===== src/rtl/gemm_desc_queue_pkg.sv =====
// GEMM descriptor queue: shared descriptor type,
// register offsets and status bit positions.
package gemm_cfg_pkg;

  localparam int DIM_W = 5;

  typedef struct packed {
    logic [31:0]      a_addr;
    logic [31:0]      b_addr;
    logic [31:0]      c_addr;
    logic [31:0]      a_stride;
    logic [31:0]      b_stride;
    logic [DIM_W-1:0] nsize;
    logic [DIM_W-1:0] ksize;
    logic [DIM_W-1:0] msize;
    logic             store;
    logic             overwrite;
  } desc_t;

  localparam logic [5:0] OFF_A      = 6'h00;
  localparam logic [5:0] OFF_B      = 6'h04;
  localparam logic [5:0] OFF_C      = 6'h08;
  localparam logic [5:0] OFF_SA     = 6'h0C;
  localparam logic [5:0] OFF_SB     = 6'h10;
  localparam logic [5:0] OFF_CTRL   = 6'h14;
  localparam logic [5:0] OFF_DIMS   = 6'h18;
  localparam logic [5:0] OFF_DOORB  = 6'h1C;
  localparam logic [5:0] OFF_STATUS = 6'h20;
  localparam logic [5:0] OFF_DONE   = 6'h24;
  localparam logic [5:0] OFF_IRQEN  = 6'h28;

  localparam int ST_EMPTY = 0;
  localparam int ST_FULL  = 1;
  localparam int ST_OVF   = 2;
  localparam int ST_PEND  = 3;
  localparam int ST_CNT   = 8;

endpackage


===== src/rtl/gemm_desc_queue_if.sv =====
// System bus port of the GEMM descriptor queue:
// single-cycle strobe, combinational read data.
interface gemm_desc_queue_if;
  logic        en;
  logic        rdwr;
  logic [31:0] addr;
  logic [31:0] wr_data;
  logic [31:0] rd_data;

  modport master (
    output en, rdwr, addr, wr_data,
    input  rd_data
  );

  modport slave (
    input  en, rdwr, addr, wr_data,
    output rd_data
  );
endinterface


===== src/rtl/gemm_desc_queue_desc_fifo.sv =====
// DEPTH x desc_t synchronous FIFO with a
// registered head so consumer outputs never glitch.
module desc_fifo
  import gemm_cfg_pkg::*;
#(
  parameter int DEPTH = 4,
  parameter int CW    = $clog2(DEPTH + 1)
) (
  input  logic          clk,
  input  logic          rst_n,
  input  logic          push_i,
  input  desc_t         data_i,
  input  logic          pop_i,
  output desc_t         head_o,
  output logic          full_o,
  output logic          empty_o,
  output logic [CW-1:0] count_o
);

  localparam int AW = $clog2(DEPTH);
  localparam logic [CW-1:0] FULLC = CW'(DEPTH);

  desc_t          mem_q [DEPTH];
  desc_t          mem_d [DEPTH];
  desc_t          head_q, head_d;
  logic [AW-1:0]  rd_q, rd_d;
  logic [AW-1:0]  wr_q, wr_d;
  logic [CW-1:0]  cnt_q, cnt_d;
  logic           do_pop, do_push;

  // A full queue still accepts a push when a pop frees the slot.
  assign do_pop  = pop_i & (cnt_q != '0);
  assign do_push = push_i & ((cnt_q != FULLC) | do_pop);

  always_comb begin
    mem_d  = mem_q;
    rd_d   = rd_q;
    wr_d   = wr_q;
    cnt_d  = cnt_q;
    head_d = head_q;
    if (do_push) begin
      mem_d[wr_q] = data_i;
      wr_d        = wr_q + AW'(1);
    end
    if (do_pop) rd_d = rd_q + AW'(1);
    case ({do_push, do_pop})
      2'b10:   cnt_d = cnt_q + CW'(1);
      2'b01:   cnt_d = cnt_q - CW'(1);
      default: cnt_d = cnt_q;
    endcase
    if (cnt_d != '0) head_d = mem_d[rd_d];
  end

  always_ff @(posedge clk) begin
    if (!rst_n) begin
      for (int i = 0; i < DEPTH; i++)
        mem_q[i] <= '0;
      head_q <= '0;
      rd_q   <= '0;
      wr_q   <= '0;
      cnt_q  <= '0;
    end else begin
      mem_q  <= mem_d;
      head_q <= head_d;
      rd_q   <= rd_d;
      wr_q   <= wr_d;
      cnt_q  <= cnt_d;
    end
  end

  assign head_o  = head_q;
  assign full_o  = (cnt_q == FULLC);
  assign empty_o = (cnt_q == '0);
  assign count_o = cnt_q;

endmodule


===== src/rtl/gemm_desc_queue.sv =====
// Memory-mapped GEMM tile descriptor queue with
// doorbell push, status, done counter and irq.
module gemm_desc_queue
  import gemm_cfg_pkg::*;
#(
  parameter logic [31:0] BASE_ADDR = 32'h9000_0000,
  parameter int          DEPTH     = 4,
  parameter int          CNT_W     = 16
) (
  input  logic               clk,
  input  logic               rst,
  gemm_desc_queue_if.slave   bus,
  output logic               desc_valid,
  input  logic               desc_ready,
  output logic [31:0]        tile_A_addr,
  output logic [31:0]        tile_B_addr,
  output logic [31:0]        tile_C_addr,
  output logic [31:0]        tile_A_stride,
  output logic [31:0]        tile_B_stride,
  output logic [DIM_W-1:0]   msize,
  output logic [DIM_W-1:0]   ksize,
  output logic [DIM_W-1:0]   nsize,
  output logic               store,
  output logic               overwrite,
  input  logic               tile_done,
  output logic               irq
);

  localparam int CW = $clog2(DEPTH + 1);

  desc_t            stg_q, stg_d, head;
  logic             ovf_q, ovf_d;
  logic             pend_q, pend_d;
  logic             irq_en_q, irq_en_d;
  logic             irq_q, irq_d;
  logic [CNT_W-1:0] done_q, done_d;
  logic             hit, wr, rd, push, w1c;
  logic             full, empty;
  logic [CW-1:0]    count;
  logic [5:0]       off;
  logic [31:0]      wd, rdata;

  assign hit  = (bus.addr[31:6] == BASE_ADDR[31:6]);
  assign off  = bus.addr[5:0];
  assign wd   = bus.wr_data;
  assign wr   = bus.en & bus.rdwr & hit;
  assign rd   = bus.en & ~bus.rdwr & hit;
  assign push = wr & (off == OFF_DOORB);
  assign w1c  = wr & (off == OFF_STATUS);

  always_comb begin
    stg_d = stg_q;
    if (wr) begin
      case (off)
        OFF_A:  stg_d.a_addr   = wd;
        OFF_B:  stg_d.b_addr   = wd;
        OFF_C:  stg_d.c_addr   = wd;
        OFF_SA: stg_d.a_stride = wd;
        OFF_SB: stg_d.b_stride = wd;
        OFF_CTRL: begin
          stg_d.store     = wd[0];
          stg_d.overwrite = wd[1];
        end
        OFF_DIMS: begin
          stg_d.msize = wd[DIM_W-1:0];
          stg_d.ksize = wd[2*DIM_W-1:DIM_W];
          stg_d.nsize = wd[3*DIM_W-1:2*DIM_W];
        end
        default: ;
      endcase
    end
  end

  // Set events are applied after W1C so they win a same-cycle clear.
  always_comb begin
    ovf_d    = ovf_q;
    pend_d   = pend_q;
    irq_en_d = irq_en_q;
    done_d   = done_q;
    if (w1c && wd[ST_OVF])  ovf_d  = 1'b0;
    if (w1c && wd[ST_PEND]) pend_d = 1'b0;
    if (push && full && !desc_ready) ovf_d = 1'b1;
    if (tile_done) begin
      pend_d = 1'b1;
      done_d = done_q + CNT_W'(1);
    end
    if (wr && off == OFF_IRQEN) irq_en_d = wd[0];
    irq_d = pend_q & irq_en_q;
  end

  always_ff @(posedge clk) begin
    if (!rst) begin
      stg_q    <= '0;
      ovf_q    <= 1'b0;
      pend_q   <= 1'b0;
      irq_en_q <= 1'b0;
      irq_q    <= 1'b0;
      done_q   <= '0;
    end else begin
      stg_q    <= stg_d;
      ovf_q    <= ovf_d;
      pend_q   <= pend_d;
      irq_en_q <= irq_en_d;
      irq_q    <= irq_d;
      done_q   <= done_d;
    end
  end

  desc_fifo #(.DEPTH(DEPTH), .CW(CW)) u_fifo (
    .clk     (clk),
    .rst_n   (rst),
    .push_i  (push),
    .data_i  (stg_q),
    .pop_i   (desc_ready),
    .head_o  (head),
    .full_o  (full),
    .empty_o (empty),
    .count_o (count)
  );

  always_comb begin
    rdata = '0;
    if (rd) begin
      case (off)
        OFF_A:    rdata = stg_q.a_addr;
        OFF_B:    rdata = stg_q.b_addr;
        OFF_C:    rdata = stg_q.c_addr;
        OFF_SA:   rdata = stg_q.a_stride;
        OFF_SB:   rdata = stg_q.b_stride;
        OFF_CTRL: rdata[1:0] = {stg_q.overwrite, stg_q.store};
        OFF_DIMS:
          rdata[3*DIM_W-1:0] = {stg_q.nsize, stg_q.ksize, stg_q.msize};
        OFF_STATUS: begin
          rdata[ST_EMPTY]       = empty;
          rdata[ST_FULL]        = full;
          rdata[ST_OVF]         = ovf_q;
          rdata[ST_PEND]        = pend_q;
          rdata[ST_CNT +: CW]   = count;
        end
        OFF_DONE:  rdata[CNT_W-1:0] = done_q;
        OFF_IRQEN: rdata[0] = irq_en_q;
        default: ;
      endcase
    end
  end

  assign bus.rd_data   = rdata;
  assign desc_valid    = ~empty;
  assign tile_A_addr   = head.a_addr;
  assign tile_B_addr   = head.b_addr;
  assign tile_C_addr   = head.c_addr;
  assign tile_A_stride = head.a_stride;
  assign tile_B_stride = head.b_stride;
  assign msize         = head.msize;
  assign ksize         = head.ksize;
  assign nsize         = head.nsize;
  assign store         = head.store;
  assign overwrite     = head.overwrite;
  assign irq           = irq_q;

endmodule


===== src/flat_wrapper.sv =====
// flat-port wrapper written by rule: the top's interface ports become plain ports
module gemm_desc_queue_flat import gemm_cfg_pkg::*;
#(
  parameter logic [31:0] BASE_ADDR = 32'h9000_0000,
  parameter int          DEPTH     = 4,
  parameter int          CNT_W     = 16
)
  (clk, rst, desc_valid, desc_ready, tile_A_addr, tile_B_addr, tile_C_addr, tile_A_stride, tile_B_stride, msize, ksize, nsize, store, overwrite, tile_done, irq, bus_en, bus_rdwr, bus_addr, bus_wr_data, bus_rd_data);
  gemm_desc_queue_if bus_i ();
  input  logic clk;
  input  logic rst;
  output logic desc_valid;
  input  logic desc_ready;
  output logic [31:0] tile_A_addr;
  output logic [31:0] tile_B_addr;
  output logic [31:0] tile_C_addr;
  output logic [31:0] tile_A_stride;
  output logic [31:0] tile_B_stride;
  output logic [DIM_W-1:0] msize;
  output logic [DIM_W-1:0] ksize;
  output logic [DIM_W-1:0] nsize;
  output logic store;
  output logic overwrite;
  input  logic tile_done;
  output logic irq;
  input wire logic [$bits(bus_i.en)-1:0] bus_en;
  input wire logic [$bits(bus_i.rdwr)-1:0] bus_rdwr;
  input wire logic [$bits(bus_i.addr)-1:0] bus_addr;
  input wire logic [$bits(bus_i.wr_data)-1:0] bus_wr_data;
  output wire logic [$bits(bus_i.rd_data)-1:0] bus_rd_data;
  assign bus_i.en = bus_en;
  assign bus_i.rdwr = bus_rdwr;
  assign bus_i.addr = bus_addr;
  assign bus_i.wr_data = bus_wr_data;
  assign bus_rd_data = bus_i.rd_data;
  gemm_desc_queue #(.BASE_ADDR(BASE_ADDR), .DEPTH(DEPTH), .CNT_W(CNT_W)) u_core (.clk(clk), .rst(rst), .bus(bus_i), .desc_valid(desc_valid), .desc_ready(desc_ready), .tile_A_addr(tile_A_addr), .tile_B_addr(tile_B_addr), .tile_C_addr(tile_C_addr), .tile_A_stride(tile_A_stride), .tile_B_stride(tile_B_stride), .msize(msize), .ksize(ksize), .nsize(nsize), .store(store), .overwrite(overwrite), .tile_done(tile_done), .irq(irq));
endmodule

===== config.mk =====
export PLATFORM = sky130hd
export DESIGN_NAME = gemm_desc_queue_flat
export DESIGN_NICKNAME = d
export VERILOG_FILES = /design/src/rtl/gemm_desc_queue_pkg.sv /design/src/rtl/gemm_desc_queue_if.sv /design/src/rtl/gemm_desc_queue_desc_fifo.sv /design/src/rtl/gemm_desc_queue.sv /design/src/flat_wrapper.sv
export SDC_FILE = /design/constraint.sdc
export NUM_CORES = 2
export LEC_CHECK = 0
export CAP_MARGIN = 20
export CORE_UTILIZATION = 35
export CTS_CLUSTER_SIZE = 16
export DETAILED_ROUTE_END_ITERATION = 12
export SLEW_MARGIN = 40
export SYNTH_ARGS = -nofsm -noshare
export SYNTH_HDL_FRONTEND = slang
export SYNTH_SLANG_ARGS = --single-unit

===== constraint.sdc =====
create_clock -name clk -period 15.03 [get_ports clk]
set_input_delay 4.509 -clock clk [delete_from_list [all_inputs] [get_ports clk]]
set_output_delay 4.509 -clock clk [all_outputs]
set_load 0.05 [all_outputs]

# Word level (Yosys, flattened, before mapping)
# Index checks and enable logic that the tools add are counted.
# W data, S select, Z words.
dict set report op_classes {
  n_eq_ne 15
  n_mux 22
  bitwise 14
  addsub 5
  magnitude_cmp 3
  n_reduce_logical 20
}
# cell n
set ops {}
lappend ops {{$bwmux W708} 1}
lappend ops {{$mux W708} 1}
lappend ops {{$mux W177} 3}
lappend ops {{$bmux W177 S2} 1}
lappend ops {{$demux W177 S2} 1}
lappend ops {{$pmux W16 S5} 1}
lappend ops {{$pmux W4 S7} 2}
lappend ops {{$mux W32} 1}
lappend ops {{$eq A26 B26 Y1 const B} 1}
lappend ops {{$eq A6 B5 Y1 const B} 4}
lappend ops {{$pmux W3 S8} 1}
lappend ops {{$eq A6 B6 Y1 const B} 3}
lappend ops {{$add A16 B1 Y16 const B} 1}
lappend ops {{$pmux W2 S8} 1}
lappend ops {{$reduce_and A2 Y1} 7}
lappend ops {{$eq A6 B4 Y1 const B} 2}
lappend ops {{$pmux W1 S10} 1}
lappend ops {{$and A1 B1 Y1} 9}
lappend ops {{$pmux W1 S9} 1}
lappend ops {{$eq A6 B3 Y1 const B} 1}
lappend ops {{$ge A3 B3 Y1 const B} 2}
lappend ops {{$logic_and A1 B1 Y1} 6}
lappend ops {{$logic_not A6 Y1} 1}
lappend ops {{$not A2 Y3} 2}
lappend ops {{other kinds (18)} 25}
dict set report totals {
  inputBits 70
  output_inout_bits 211
  word_cells 147
  regBits 1089
}

# Depth between registers and ports, before layout
dict set report depth {
  ltp_word 10
  mapped_depth 18
  mapped_depth_nobuf 13
}

# By module
# Synthesis repeated with hierarchy kept, for this count alone.
dict set report unflattened {
  cells_unflattened 5783
  area_unflattened_um2 47196.5
}
# mod seq_area_each_um2 area_each_um2 instances cells_each
set modules_own_cells {}
lappend modules_own_cells {desc_fifo 17857.1 37993.9 1 4859}
lappend modules_own_cells {gemm_desc_queue 3943.8 9202.6 1 924}

# Least setup slack after synthesis
# No wires, ideal clock.
dict set report synth_path {
  kind {input -> output}
  start {input port bus_addr[5]}
  end {output port bus_rd_data[15]}
  slack_ns 3.337
  t_required_ns 10.521
  n_path_buf 3
  cell_stages 7
  arrival_ns 7.184
  cell_sequence {buf_2 or4b_1 buf_2 nor3_1 clkbuf_1 a22oi_1 a21boi_0}
}
dict set report synth_via {
  elab_chain_cells 3
  elab_cells_between_ends 8
  cone_classes {eq/ne: 5; mux: 2; reduce/logical: 1}
}
# element line
set synth_lines {}
lappend synth_lines {{start, declared} flat_wrapper.sv:28} ;# input wire logic [$bits(bus_i.addr)-1:0] bus_addr;
lappend synth_lines {{$eq A6 B6 Y1 (tied with other cells)} gemm_desc_queue.sv:124} ;# case (off)
lappend synth_lines {{$pmux W1 S6 *} gemm_desc_queue.sv:124}
lappend synth_lines {{$mux W32 *} gemm_desc_queue.sv:123} ;# if (rd) begin
lappend synth_lines {{end, declared} flat_wrapper.sv:30} ;# output wire logic [$bits(bus_i.rd_data)-1:0] bus_rd_data;
# Every way passes the cells marked *; elsewhere a longest branch is shown, timed or not.

# Worst setup path in the final report
dict set report layout_path {
  start {input port bus_addr[5]}
  end {output port bus_rd_data[8]}
}
dict set report layout_via {
  elab_chain_cells 3
  elab_cells_between_ends 10
  cone_classes {eq/ne: 7; mux: 2; reduce/logical: 1}
}
# element line
set layout_lines {}
lappend layout_lines {{$eq A6 B6 Y1 (tied with other cells)} gemm_desc_queue.sv:124}
lappend layout_lines {{$pmux W3 S8 *} gemm_desc_queue.sv:124}
lappend layout_lines {{$mux W32 *} gemm_desc_queue.sv:123}
# Marks and branches as above.

==> flow_summary.yaml <==
outcome:
  status: "finished, final reports clean"
clock_network:
  root_buffer: "clkbuf_16"
  cts_hold_buf: 0
  path_clk_slew_ns: 0.06
  insertion_delay_ns: 0.73
  clock-sinks: 1089
  cts.htree.levels: 3
  cts_made_buffers: 116
  cts_tree: "yes"
  cts_resized: 0
  cts_setup_buffers: 0
  cts_buffer_depth: 3
floorplanning:
  fp.dieW_um: 367
  die_area_mm2: 0.134
  rows: 133
  pin_count: 281
  initial_utilization_pct: 35.3
  die_h_um: 367
  design.core.area_mm2: 0.132
yosys:
  syn_area_per_cell_um2: 7.28
  synth_cells: 6392
  ys_seq_elements: 1089
  synth.yosys.seq_area_share_pct: 46.9
  yosys.cell_types.count: 55
  synth_edf_count: 0
  synth_area_mm2: 0.0465
  syn_nets: 6469
  synth_flop_cell: "dfxtp_1"
  synth_warnings: 0
  synth_area_leaders: "dfxtp_1 (47%), nand2_1 (14%), a21oi_1 (9.6%)"
  synthArstFlopShare_pct: 0
  yosys.area.top_type: "dfxtp_1"
  synth_top_area_share_pct: 46.9
worst_setup_path:
  ff2ff_path_depth: 15
  required_ns: 10.52
  startpoint: "bus_addr[5]"
  startpoint_type: "input port"
  critPathCaptureType: "output port"
  cpMostUsedCell: "clkdlybuf4s50_1"
  path_max_fanout: 26
  path_class: "in2out"
  crit_end: "bus_rd_data[8]"
  cpPeakStageDelay_ns: 1.05
  slowest_stage: "or4_2"
  r2r_start: "u_core.u_fifo.count_o[2]$_SDFF_PN0_"
  arrival_ns: 8.66
  timing.reg2reg.setup_slack_ns: 9.30
  r2r_end: "u_core.u_fifo.head_o[90]$_SDFFE_PN0P_"
  crit_path_cell_trace: "clkdlybuf4s50_1 -> or4_2 -> nor2_2 -> buf_4 -> a222oi_1 -> a31oi_1 -> clkdlybuf4s50_1"
power_and_ir_drop:
  design_power_total_mw: 7.74
  p_leak_nw: 18.5
  peakVddDrop_mv: 0.175
  power_density_mw_per_mm2: 144
cells_and_area:
  final_nets: 6239
  layout_common_cells: "nand2_1 (1786), dfxtp_1 (1088), a21oi_1 (895)"
  fill_cells: 13200
  syn_to_final_growth_pct: 15.3
  drive_above_1_share_pct: 5.29
  layout.cells.non_filler: 8013
  layout_commonest_cell: "nand2_1"
  seq_area_mm2: 0.0218
  multi_input_area_mm2: 0.0219
  stdcell_area_mm2: 0.0536
route:
  first_iter_violations: 6217
  wl_per_cell_um: 23.7
  vias: 45900
  firstDrtPassIters: 9
  vias_per_cell: 5.73
  drt-total-wl_um: 190000
  ant_nets: 0
  drcViolationCount: 0
placement:
  gp_congestion: 0.957
  port_buffers: 280
  hpwl_um: 114000
  post_dp_cell_area_mm2: 0.0496
  pre_cts_slack_ns: 2.02
  placedCellCount: 7795
timing:
  relSlewSlack_pct: 37.5
  timing.fmax_ghz: 0.0759
  timing.final.crit_share_pct: 87.6
  finalSetupViolations: 0
  tightest_slew_ns: 0.938
  hold_violations: 0
  clock_skew_ns: 0.0344
  fin_crit_ns: 13.17
  fin_tns_setup_ns: 0
  drv_slew: 0
  timing.final.ws_setup_ns: 1.86
  rsz0062_at_grt: "no"
global_route:
  overflow: 0
  antenna_found_initial: 13
  grt_pass1_vias: 41600
  grt_first_pass_wirelength_um: 280000
  grt_usage_pct: 27.0
  grt_max_degree: 138
worst_hold_path:
  holdPathStages: 2
  hold_class: "reg2reg"
run:
  maxCapViolCount: 0
[layout make-up]
| type | instances | share of cell area (%) |
|---|---|---|
| clock inverter | 37 | 0.786 |
| timing repair buffer | 360 | 7.05 |
| clock buffer | 174 | 6.53 |
| sequential | 1089 | 40.7 |
| multi-input combinational | 4582 | 40.8 |
| antenna | 3 | 0.0140 |
| inverter | 13 | 0.114 |
| tap | 1755 | 4.09 |
[kinds of logic after synthesis]
group	Yosys count	share of synthesized area [%]
and+or+nand+nor	3345	30.2
AOI/OAI and AO/OA	1175	14.9
DFF	1089	46.9
buffers and inverters	721	6.64
muxes	32	0.791
xor gates and xnor gates	22	0.414
adders and majority gates	8	0.226
[registers in the layout (all words and copies together), names as in the netlist, 2 cells and up]
name,flops
u_core.u_fifo.count_o,3
u_core.u_fifo.rd_q,2
u_core.u_fifo.wr_q,2
u_core.stg_q,177
u_core.u_fifo.head_o,177
u_core.u_fifo.mem_q,708
u_core.done_q,16
[power breakdown]
part	internal [mW]	switching [mW]
sequential	2.93	0.0497
combinational	0.444	1.37
clock	1.69	1.26
[through the flow]
step / utilization [%] / hold slack, ns
5_1_grt: 40.7 / 0.464
3_5_place_dp: 37.7 / 0.444
2_1_floorplan: - / 0.432
3_3_place_gp: 37.4 / 0.438
6_report: 40.7 / 0.450
4_1_cts: 40.6 / 0.451
[critical path: cells and delay by family]
| kind | cells | cell delay [ns] |
|---|---|---|
| compound gates | 2 | 0.59 |
| buf+inv | 3 | 1.81 |
| simple gates | 2 | 1.71 |
[layer usage]
metal  GRT usage, %  share of wire, %  up-vias
met4           11.2               4.1       16
met2           41.2                44     2339
met5              0             0.061        -
li1               -                 -    21000
met3           5.59                10      376
met1           36.8                41    22200
[how the worst min path moves through the flow]
stage,from,endpoint,slack [ns]
finish,u_core.u_fifo.mem_q[706]$_SDFF_PN0_,u_core.u_fifo.mem_q[706]$_SDFF_PN0_,0.45
global route,u_core.u_fifo.mem_q[131]$_SDFF_PN0_,u_core.u_fifo.mem_q[131]$_SDFF_PN0_,0.46
CTS,u_core.u_fifo.mem_q[100]$_SDFF_PN0_,u_core.u_fifo.mem_q[100]$_SDFF_PN0_,0.45
detailed placement,u_core.u_fifo.mem_q[13]$_SDFF_PN0_,u_core.u_fifo.mem_q[13]$_SDFF_PN0_,0.44
global placement,u_core.u_fifo.mem_q[142]$_SDFF_PN0_,u_core.u_fifo.mem_q[142]$_SDFF_PN0_,0.44
floorplan,u_core.u_fifo.mem_q[11]$_SDFF_PN0_,u_core.u_fifo.mem_q[11]$_SDFF_PN0_,0.43
[cells in the mapped netlist, drive strengths merged, types with 2 or more instances]
cell type	number
a211o	176
a211oi	2
a21boi	2
a21oi	895
a221o	2
a221oi	19
a222oi	15
a22oi	38
a31oi	9
and2	4
and3	6
and4	2
buf	300
clkbuf	408
dfxtp	1089
ha	6
inv	13
mux2	18
mux2i	12
mux4	2
nand2	1789
nand2b	3
nand3	10
nand4	6
nor2	784
nor2b	2
nor3	369
nor4	358
nor4b	4
o21ai	4
o22ai	2
o41ai	4
or3	3
or4	2
xnor2	5
xor2	17
Power figures use the tool's default switching activity.
